**config.mk**
```make
export PLATFORM = sky130hd
export DESIGN_NAME = mux_rr_n
export DESIGN_NICKNAME = d
export VERILOG_FILES = /design/src/rtl/mux_pkg.sv /design/src/rtl/mux_rr_n_rr_pick.sv /design/src/rtl/mux_rr_n.sv
export SDC_FILE = /design/constraint.sdc
export NUM_CORES = 1
export LEC_CHECK = 0
export ABC_AREA = 1
export BUFFER_PORTS_ARGS = -buffer_cell sky130_fd_sc_hd__buf_2
export CAP_MARGIN = 0
export CORE_ASPECT_RATIO = 1.1
export CORE_MARGIN = 2
export CORE_UTILIZATION = 41
export CTS_CLUSTER_SIZE = 14
export DETAILED_ROUTE_END_ITERATION = 6
export HOLD_SLACK_MARGIN = 0.15
export PLACE_DENSITY = 0.85
export REMOVE_ABC_BUFFERS = 1
export SYNTH_ARGS = -nofsm -noshare
export SYNTH_HDL_FRONTEND = slang
export SYNTH_HIERARCHICAL = 1
export SYNTH_SLANG_ARGS = --single-unit
```
**constraint.sdc**
```tcl
create_clock -name clk -period 2.1 [get_ports clk]
set_clock_uncertainty 0.05 [all_clocks]
set_input_delay 0.42 -clock clk [delete_from_list [all_inputs] [get_ports clk]]
set_output_delay 0.42 -clock clk [all_outputs]
set_load 0.03 [all_outputs]
```
**src/rtl/mux_pkg.sv**
```systemverilog
// mux_pkg: shared mode/lock encodings and a clog2 helper for the mux_rr_n selector
package mux_pkg;

    localparam logic MODE_MANUAL = 1'b0;
    localparam logic MODE_RR     = 1'b1;

    typedef enum logic {IDLE, LOCKED} lock_state_t;

    function automatic int clog2(input int v);
        int r;
        r = 0;
        for (int i = 0; i < 31; i++)
            if ((1 << i) < v) r = i + 1;
        return r;
    endfunction

endpackage

```
**src/rtl/mux_rr_n_rr_pick.sv**
```systemverilog
// rr_pick: combinational rotate-priority search, first request after ptr with wrap
module rr_pick
    import mux_pkg::*;
#(
    parameter int NCH  = 4,
    parameter int SELW = 2
) (
    input  logic [NCH-1:0]  req,
    input  logic [SELW-1:0] ptr,
    output logic [SELW-1:0] idx,
    output logic            found
);

    logic [SELW-1:0] j;

    // scan from farthest to nearest so the closest request after ptr wins
    always_comb begin
        idx   = '0;
        found = 1'b0;
        j     = '0;
        for (int k = NCH; k >= 1; k--) begin
            j = SELW'((int'(ptr) + k) % NCH);
            if (req[j]) begin
                idx   = j;
                found = 1'b1;
            end
        end
    end

endmodule

```
**src/rtl/mux_rr_n.sv**
```systemverilog
// mux_rr_n: N-channel valid/ready selector, manual or round-robin, registered output; MUX_RR_LOCK_EN adds in_last packet locking
module mux_rr_n
    import mux_pkg::*;
#(
    parameter  int WIDTH = 8,
    parameter  int NCH   = 4,
    localparam int SELW  = clog2(NCH) < 1 ? 1 : clog2(NCH)
) (
    input  logic                 clk,
    input  logic                 rst,
    input  logic [NCH*WIDTH-1:0] in_data,
    input  logic [NCH-1:0]       in_valid,
    output logic [NCH-1:0]       in_ready,
`ifdef MUX_RR_LOCK_EN
    input  logic [NCH-1:0]       in_last,
`endif
    input  logic                 mode,
    input  logic [SELW-1:0]      sel,
    output logic [WIDTH-1:0]     out_data,
    output logic                 out_valid,
    input  logic                 out_ready,
    output logic [SELW-1:0]      grant
);

    logic             can_load;
    logic             has;
    logic             load;
    logic             rr_found;
    logic [SELW-1:0]  cand;
    logic [SELW-1:0]  rr_idx;
    logic [SELW-1:0]  rr_ptr;
    logic [WIDTH-1:0] ch [NCH];
`ifdef MUX_RR_LOCK_EN
    lock_state_t      state;
    logic [SELW-1:0]  lock_ch;
`endif

    for (genvar i = 0; i < NCH; i++) begin : g_ch
        assign ch[i] = in_data[i*WIDTH +: WIDTH];
    end

    rr_pick #(.NCH(NCH), .SELW(SELW)) u_pick (
        .req   (in_valid),
        .ptr   (rr_ptr),
        .idx   (rr_idx),
        .found (rr_found)
    );

    // pick the candidate channel and offer it a single in_ready when the output can take a word
    always_comb begin
`ifdef MUX_RR_LOCK_EN
        cand = state == LOCKED ? lock_ch : mode == MODE_RR ? rr_idx : sel;
        has  = state == LOCKED | (mode == MODE_RR ? rr_found : int'(sel) < NCH);
`else
        cand = mode == MODE_RR ? rr_idx : sel;
        has  = mode == MODE_RR ? rr_found : int'(sel) < NCH;
`endif
        can_load = !out_valid | out_ready;
        load     = can_load & has & in_valid[cand];
        in_ready = can_load & has ? NCH'(1) << cand : '0;
    end

    // output register, round-robin pointer and packet lock tracking
    always_ff @(posedge clk or posedge rst) begin
        if (rst) begin
            out_data  <= '0;
            out_valid <= 1'b0;
            grant     <= '0;
            rr_ptr    <= SELW'(NCH - 1);
`ifdef MUX_RR_LOCK_EN
            state     <= IDLE;
            lock_ch   <= '0;
`endif
        end else begin
            if (load) begin
                out_data  <= ch[cand];
                out_valid <= 1'b1;
                grant     <= cand;
            end else if (out_ready) begin
                out_valid <= 1'b0;
            end
`ifdef MUX_RR_LOCK_EN
            if (load && state == IDLE) begin
                if (mode == MODE_RR) rr_ptr <= cand;
                if (!in_last[cand]) begin
                    state   <= LOCKED;
                    lock_ch <= cand;
                end
            end else if (load && in_last[cand]) begin
                state  <= IDLE;
                rr_ptr <= lock_ch;
            end
`else
            if (load && mode == MODE_RR) rr_ptr <= cand;
`endif
        end
    end

endmodule

```
## Word level (Yosys, flattened, before mapping)

Cells that the tools add are included.

| storage, ports and cells | value |
|---|---|
| register bits | 13 |
| input bits | 42 |
| output and inout bits | 15 |
| logic and storage cells | 48 |

| cells by class | value |
|---|---|
| add/subtract/negate cells | 4 |
| order comparisons | 6 |
| shifts and indexed selects | 1 |
| muxes and demuxes | 26 |
| bitwise logic cells | 4 |
| reduce and logical (&&, ||, !) cells | 3 |

Operators with widths:

| cell | number |
|---|---|
| binary-select mux 8 bit (select 2 bit) | 1 |
| two-way mux 8 bit | 2 |
| less-than comparator 2 x 3 -> 1 bit (second input constant) | 5 |
| two-way mux 1 bit | 12 |
| binary-select mux 1 bit (select 2 bit) | 5 |
| two-way mux 2 bit | 5 |
| adder 2 x 1 -> 2 bit (second input constant) | 2 |
| adder 2 bit (second input constant) | 2 |
| two-way mux 4 bit | 1 |
| << shifter 1 x 2 -> 4 bit (first input constant) | 1 |
| greater-or-equal comparator 3 bit (second input constant) | 1 |
| NOT 2 -> 3 bit | 1 |
| bitwise AND 1 bit | 2 |
| nonzero test 2 bit | 1 |
| logical AND 1 bit | 1 |
| zero test 1 bit | 1 |
| bitwise OR 1 bit | 1 |

## Longest topological paths before layout

Gate-level depths: netlist of the first run.

| logic depth | value |
|---|---|
| depth in word-level cells | 12 |
| gate-level depth with buffers | 20 |
| gate-level depth less buffers | 18 |

## Hierarchy

Netlist of the first run, hierarchy kept.

Modules (own cells, without submodules):

| module | times used | cells each | area an instance (um^2) | seq. area each (um^2) |
|---|---|---|---|---|
| mux_rr_n | 1 | 144 | 935.9 | 327.8 |
| rr_pick | 1 | 49 | 226.5 | 0.0 |

## Worst setup path before layout of the first run

Ideal clock, no wire load.

| path | value |
|---|---|
| path type | reg2out |
| from | reg rr_ptr[0] |
| to | out in_ready[1] |
| arrival | 2.257 ns |
| slack | -0.627 ns |
| stages on the path, launching flop included | 14 |
| buffers on the path | 2 |
| path through | dfstp_2 buf_6 inv_8 nand2_2 nand2_1 and2_4 nor2_2 nand3_1 nand2_1 inv_1 nand2_1 nand2_2 buf_2 nor3_1 |

| between the ends | value |
|---|---|
| longest elaborated chain between the ends | 10 |
| elaborated cells between the ends (all ways) | 25 |

Ends and longest elaborated chain:

| what | RTL line | RTL |
|---|---|---|
| start, declared | mux_rr_n.sv:31 | `logic [SELW-1:0] rr_ptr;` |
| start signal, assigned | mux_rr_n.sv:69 | `rr_ptr <= SELW'(NCH - 1);` |
| start signal, assigned | mux_rr_n.sv:94 | `if (load && mode == MODE_RR) rr_ptr <= cand;` |
| adder 2 x 1 -> 2 bit | mux_rr_n_rr_pick.sv:22 | `j = SELW'((int'(ptr) + k) % NCH);` |
| binary-select mux 1 bit (select 2 bit) | mux_rr_n_rr_pick.sv:23 | `if (req[j]) begin` |
| two-way mux 1 bit (implied by the code) | mux_rr_n_rr_pick.sv:23 |  |
| two-way mux 2 bit (3 in series) | mux_rr_n_rr_pick.sv:23 |  |
| two-way mux 2 bit * | mux_rr_n_rr_pick.sv:23 |  |
| named net rr_idx[0] | mux_rr_n.sv:30 | `logic [SELW-1:0] rr_idx;` |
| two-way mux 2 bit * | mux_rr_n.sv:55 | `cand = mode == MODE_RR ? rr_idx : sel;` |
| << shifter 1 x 2 -> 4 bit * | mux_rr_n.sv:60 | `in_ready = can_load & has ? NCH'(1) << cand : '0;` |
| two-way mux 4 bit * | mux_rr_n.sv:60 |  |
| end, declared | mux_rr_n.sv:13 | `output logic [NCH-1:0] in_ready,` |

Mark *: on every way through the listed nets, which the timed path passes. The rest lies on a longest branch. The select of a mux whose other input is x is not followed.

## Worst setup path after layout of the first run

| path | value |
|---|---|
| from | reg rr_ptr[0] |
| to | out in_ready[3] |

The elaborated chain is that of the path after synthesis.

==> results of run 1 <==
-- final timing paths --
path / from / to / slack [ps] / cells past startpoint
worst min-delay path: out_ready / out_valid / 300 / 2
worst max register to register: rr_ptr[1] / rr_ptr[1] / -400 / 19
worst max-delay path: rr_ptr[0] / in_ready[3] / -540 / 13
worst min register to register: out_data[0] / out_data[0] / 450 / 2
max in group asynchronous: rst / rr_ptr[0] / 1000 / 3
min in group asynchronous: rst / out_valid / 630 / 3
-- registers in the layout, indices dropped and copies added (netlist names) --
signal	flops
out_data	8
out_valid	1
rr_ptr	2
grant	2
-- metrics by stage --
stage | setup TNS, ps | total power, W | cell area [sq um] | worst slack (ps) | hold slack (ps)
detailed placement | -2291 | 0.002175 | 1560 | -245.7 | 411.9
CTS | -2528 | 0.002703 | 1787 | -420.8 | 287.2
global route | -7805 | 0.003453 | 1986 | -649.1 | 300.9
global placement | -1616 | 0.002146 | 1560 | -216.4 | 409.9
floorplan | -6502 | 0.001583 | 1096 | -759.3 | 245.5
finish | -5736 | 0.003254 | 1986 | -537.8 | 304.7
-- logic make-up after synthesis --
group | after synthesis | synth area share
AO/OA/AOI/OAI | 5 | 0.03445
buffers and inverters | 24 | 0.1119
flip-flops | 13 | 0.2820
AND/OR/NAND/NOR | 151 | 0.5716
-- cells in the mapped netlist, types with 2 or more instances --
| cell | n |
|---|---|
| buf_6 | 3 |
| o21ai_2 | 2 |
| nand2_2 | 9 |
| nor3_1 | 4 |
| o21ai_0 | 2 |
| inv_2 | 2 |
| nand2_1 | 92 |
| buf_2 | 2 |
| nand3_1 | 40 |
| buf_4 | 2 |
| dfrtp_1 | 11 |
| clkbuf_1 | 2 |
| inv_1 | 12 |
| nand4_1 | 2 |
| dfstp_2 | 2 |
-- critical path: stages (launching register included) --
cell and delay (ps):
dfstp_2 600, buf_12 130, inv_8 40, nand2_4 70
nand2_1 80, and2_4 160, nor2_4 70, nand3_2 80
nand2_4 110, inv_4 40, nand2_4 60, nand2_4 80
nor3_4 210, buf_6 160
-- metal layers --
metal / up-vias / GRT usage / share of wire
li1: 785 / - / -
met1: 766 / 0.3255 / 0.40
met2: 83 / 0.4660 / 0.51
met3: 14 / 0.03250 / 0.065
met4: 0 / 0.07857 / 0.029
met5: - / 0 / 0
-- power breakdown --
part           internal (W)  switching [W]  total [W]
logic               0.00105        0.00156    0.00261
clock network     0.0000740      0.0000882   0.000162
registers          0.000381      0.0000964   0.000478
-- final cells by class --
| class | instances | area share |
|---|---|---|
| Clock buffer | 4 | 0.01323 |
| Inverter | 15 | 0.03466 |
| Multi-Input combinational cell | 157 | 0.4764 |
| Sequential cell | 13 | 0.1651 |
| Tap cell | 33 | 0.02079 |
| Timing Repair Buffer | 88 | 0.2899 |
-- timing repair --
item,CTS,global route
endpoints found under the setup margin,17,17
cloned,1,0
gates resized for setup,34,42
pin swaps,14,17
hold buffers,1,0
hold endpoints to repair,11,0
buffers inserted,8,5
==> impl_metrics.toml, run 1 <==
[clock_network]
htree_levels = 1
cts-root-buf = "clkbuf_4"
path_clk_slew_ps = 80
cts_tree = "yes"
cts_buffer_depth = 2
clock_latency_ps = 290
cts_buffers = 3
cts_sinks = 13

[cells_and_area]
fin_util = 0.7280
fillers = 197
layout-drive-gt1-share = 0.5487
synthToLayoutAreaGrowth_pct = 70.83
finalNonFillerCells = 310
multiInputGateArea_sq_um = 945.9
diodes = 0
layout.area.seq_sq_um = 327.8
layout_common_cells = "nand2_1, buf_2, nand3_1"
final_common_cell = "nand2_1"
nets = 320

[global_routing]
grt_overflow = 0
grt_use_total = 0.2636
antenna_found_initial = 0
grt_first_pass_wirelength_mm = 6.410
grt_start_max_net_pins = 18
grt_pass1_vias = 1503

[logic_synthesis]
synth_edf_count = 0
synth.ff_latch_count = 13
synth_cell_type_count = 21
syn_avg_cell_area_sq_um = 6.023
yosysTopAreaCellShare = 0.2971
synth_warnings = 6
async_reset_ff_frac = 1.000
netlist_area_sq_mm = 0.001162
ys.flop_type = "dfrtp_1"
synth_cells = 193
synthTopCellsByArea = "nand2_1, dfrtp_1, nand3_1"
yosysTopAreaCell = "nand2_1"
seq_area_frac_synth = 0.2820

[floorplan]
start_util = 0.4261
pin_count = 57
dieArea_sq_mm = 0.003277
core_sq_mm = 0.002728
dieWidth_microns = 54.77
dieHeight_microns = 59.85
fp-row-count = 20

[critical_path]
cp.required_ps = 1630
arrival_ps = 2170
path_class = "flip-flop to output port"
worstPathMaxFanout = 6
cp-start-kind = "flip-flop"
worstSetupEndpointType = "output port"

[routing]
first_pass_iters = 5
wire_per_inst_microns = 14.60
antenna_left = 0
drc = 0
wirelength_mm = 4.526
drt_iter0_markers = 64
detail_route.vias_per_cell = 5.316
dr_total_vias = 1648

[outcome]
violations = "setup timing"
status = "finished, violations left"

[pwr]
p_leak_nw = 1.115
powerDensity_mw_per_mm2 = 1639
ir_drop_mv = 0.9878

[place]
gp_congestion = 0.8559
port_buffers = 56
dp_cells = 292
dpl.hpwl_mm = 2.561

[sta]
finalWorstSetupSlack_ps = -537.8
slew_headroom = 0.6654
rsz0062_at_grt = "yes"
period_share = 1.256
fmax_mhz = 379.1
setup_viol = 17
final_hold_viol_count = 0
post-route-min-period_ps = 2638
slew_violations = 0
worstMarginPinSlew_ps = 501.4

[worst_hold_path]
worst_hold_path_type = "input pin to flip-flop"

[flow_run]
drv_cap = 0
No activity file was read; power rests on OpenSTA's default activity.
==> run 2, diff against run 1 <==
Settings changed: ABC_AREA 1 to not set, CORE_UTILIZATION 41 to 40, PLACE_DENSITY 0.85 to 0.86.
==> run 2 against run 1 <==
  * The run still ends with setup timing left
  * Register-to-register slack hardly changed
  * Cell area is 14% lower
  * Utilization is 4.5 points lower
  * Hold slack better by 6.5 ps
  * Fmax is 5.3% higher
  * Critical endpoint is now out_data[2]
  * Largest cell class unchanged
  * Non-clock buffer count is 7 lower
  * Cell count is 25% lower
  * Clock-buffer cell count stayed put
  * Synthesized area is 11% lower
  * Critical path depth is 5 lower
  * Via count is 25% lower
  * Largest power group unchanged
==> impl_metrics.toml, run 2 <==
[cells_and_area]
top_register = "out_data"
synthToLayoutAreaGrowth_pct = 64.02
design_area_sq_mm = 0.001705
nets = 243
final_common_cell = "buf_2"
layout-drive-gt1-share = 0.5800
reg_top3 = "out_data (8), grant (2), rr_ptr (2)"
diodes = 0
largest_reg_flops = 8
layout_common_cells = "buf_2, nand2_1, buf_4"
fillers = 174

[critical_path]
r2r_slack_ps = -400
critPathMaxStageDelay_ps = 620
critical-path-top-delay-family = "simple AND/OR/NAND/NOR gates"
cp.required_ps = 2220
startpoint = "rr_ptr[1]"
critPathSlowestCell = "dfstp_2"
crit_chain = "mux2i_4, o221ai_4, buf_6, and4b_1, a31oi_1, and4_4, nor2_4, mux2_4"
worstSetupEndpointType = "flip-flop"
endpoint = "out_data[2]"
r2r_start = "rr_ptr[1]"
cp_num_buf_inv = 1
arrival_ps = 2620
r2r_cells = 8
worst-path-stages = 8
path_class = "flip-flop to flip-flop"
rr_endpoint = "out_data[2]"
worstPathMaxFanout = 7
cp-start-kind = "flip-flop"

[clock_network]
htree_levels = 1
cts_tree = "yes"
cts-root-buf = "clkbuf_4"
cts_buffer_depth = 2
cts_sinks = 13
cts_buffers = 3
path_clk_slew_ps = 80
clock_latency_ps = 280

[outcome]
violations = "setup timing"
status = "finished, violations left"

[sta]
fmax_mhz = 399.3
hold_slack_ps = 311.2
finalWorstSetupSlack_ps = -404.1
final_hold_viol_count = 0
worstMarginPinSlew_ps = 458.3
rsz0062_at_grt = "yes"
fin_setup_tns_ps = -5927
setup_viol = 17
slew_headroom = 0.6941
slew_violations = 0
period_share = 1.192
post-route-min-period_ps = 2504

[logic_synthesis]
synth_edf_count = 0
yosys-top-cells-count = "nand2_1, a31oi_1, dfrtp_1, mux2_4, and3_1"
async_reset_ff_frac = 1.000
post-synth-top-count-cell = "nand2_1"
netlist_area_sq_mm = 0.001040
yosysTopAreaCell = "dfrtp_1"
syn_avg_cell_area_sq_um = 8.811
synth_cells = 118
seq_area_frac_synth = 0.3153
ys.flop_type = "dfrtp_1"
synth_warnings = 6
synthTopCellsByArea = "dfrtp_1, mux2_4, nand2_1"
synth_cell_type_count = 31
yosysTopAreaCellShare = 0.2647
synth.ff_latch_count = 13

[routing]
wirelength_mm = 3.194
first_pass_iters = 4
wire_per_inst_microns = 13.83
antenna_left = 0
drt_iter0_markers = 33
detail_route.vias_per_cell = 5.333
drc = 0
dr_total_vias = 1232

[floorplan]
fp-row-count = 19
core_sq_mm = 0.002496
dieArea_sq_mm = 0.003024
dieHeight_microns = 57.47
start_util = 0.4165
pin_count = 57
dieWidth_microns = 52.61

[global_routing]
antenna_found_initial = 0
grt_start_max_net_pins = 14
grt_overflow = 0
grt_use_total = 0.2169
grt_first_pass_wirelength_mm = 4.995
grt_pass1_vias = 1191

[worst_hold_path]
hold_start = "out_ready"
worst_hold_path_type = "input pin to flip-flop"

[place]
dpl.hpwl_mm = 2.165
gp_congestion = 0.8096
port_buffers = 56
place_area_sq_mm = 0.001463

[pwr]
p_total_w = 0.002063
p_leak_nw = 0.8722
powerDensity_mw_per_mm2 = 1209
ir_drop_mv = 0.6811

[flow_run]
drv_cap = 0
-- run 2: changes by cell type after synthesis, moves of 7 or more --
cell | previous run | this run
nand2_2 | 9 | 0
a31oi_1 | 0 | 13
and3_1 | 0 | 8
mux2_4 | 0 | 10
nand2_1 | 92 | 33
nand3_1 | 40 | 0
inv_1 | 12 | 5
-- run 2: logic make-up (layout without fill, tap and decap cells) --
family	count (synthesis)	count (layout)	share of synthesized area
multiplexers	15	15	0.1998
flip-flops	13	13	0.3153
AO/OA/AOI/OAI	21	21	0.1408
buffers and inverters	9	90	0.03851
AND/OR/NAND/NOR	60	61	0.3057
-- run 2: metrics by stage --
| step | worst slack (ps) | utilization | instances |
|---|---|---|---|
| detailed placement | -256.5 | 0.5860 | 216 |
| global placement | -178.1 | 0.5860 | 216 |
| CTS | -287.6 | 0.6416 | 227 |
| global route | -467.4 | 0.6832 | 231 |
| floorplan | -388.2 | - | 114 |
| finish | -404.1 | 0.6832 | 231 |
-- run 2: power by group --
group | total, W | leakage [nW] | internal, W | switching [W]
clock network | 0.000154 | 0.0150 | 0.0000739 | 0.0000805
logic | 0.00141 | 0.708 | 0.000682 | 0.000732
registers | 0.000495 | 0.150 | 0.000396 | 0.0000989
-- run 2: final cells by class --
class	instances	area [sq um]	share of cell area
Tap cell	31	38.79	0.02274
Multi-Input combinational cell	97	793.3	0.4651
Sequential cell	13	327.8	0.1922
Inverter	5	18.77	0.01101
Timing Repair Buffer	81	500.5	0.2935
Clock buffer	4	26.28	0.01541
-- run 2: what timing repair did --
action | in CTS | in global routing
buffers inserted | 5 | 4
hold buffers | 1 | 0
cloned | 1 | 0
endpoints found under the hold margin | 11 | 0
setup endpoints to repair | 16 | 17
pin swaps | 6 | 3
resized for setup | 12 | 13
-- run 2: per-layer routing --
metal | track usage | part of all wire
met1 | 0.2843 | 0.40
met4 | 0.09524 | 0.025
met2 | 0.3554 | 0.51
met3 | 0.02618 | 0.071
met5 | 0 | 0
-- run 2: how the worst min path moves through the flow --
stage | slack [ps] | cells after the start | end
6_report | 310 | 2 | out_valid
5_1_grt | 320 | 2 | out_valid
4_1_cts | 320 | 2 | out_valid
3_5_place_dp | 400 | 2 | out_data[0]
3_3_place_gp | 390 | 2 | out_data[0]
2_1_floorplan | 250 | 1 | grant[0]
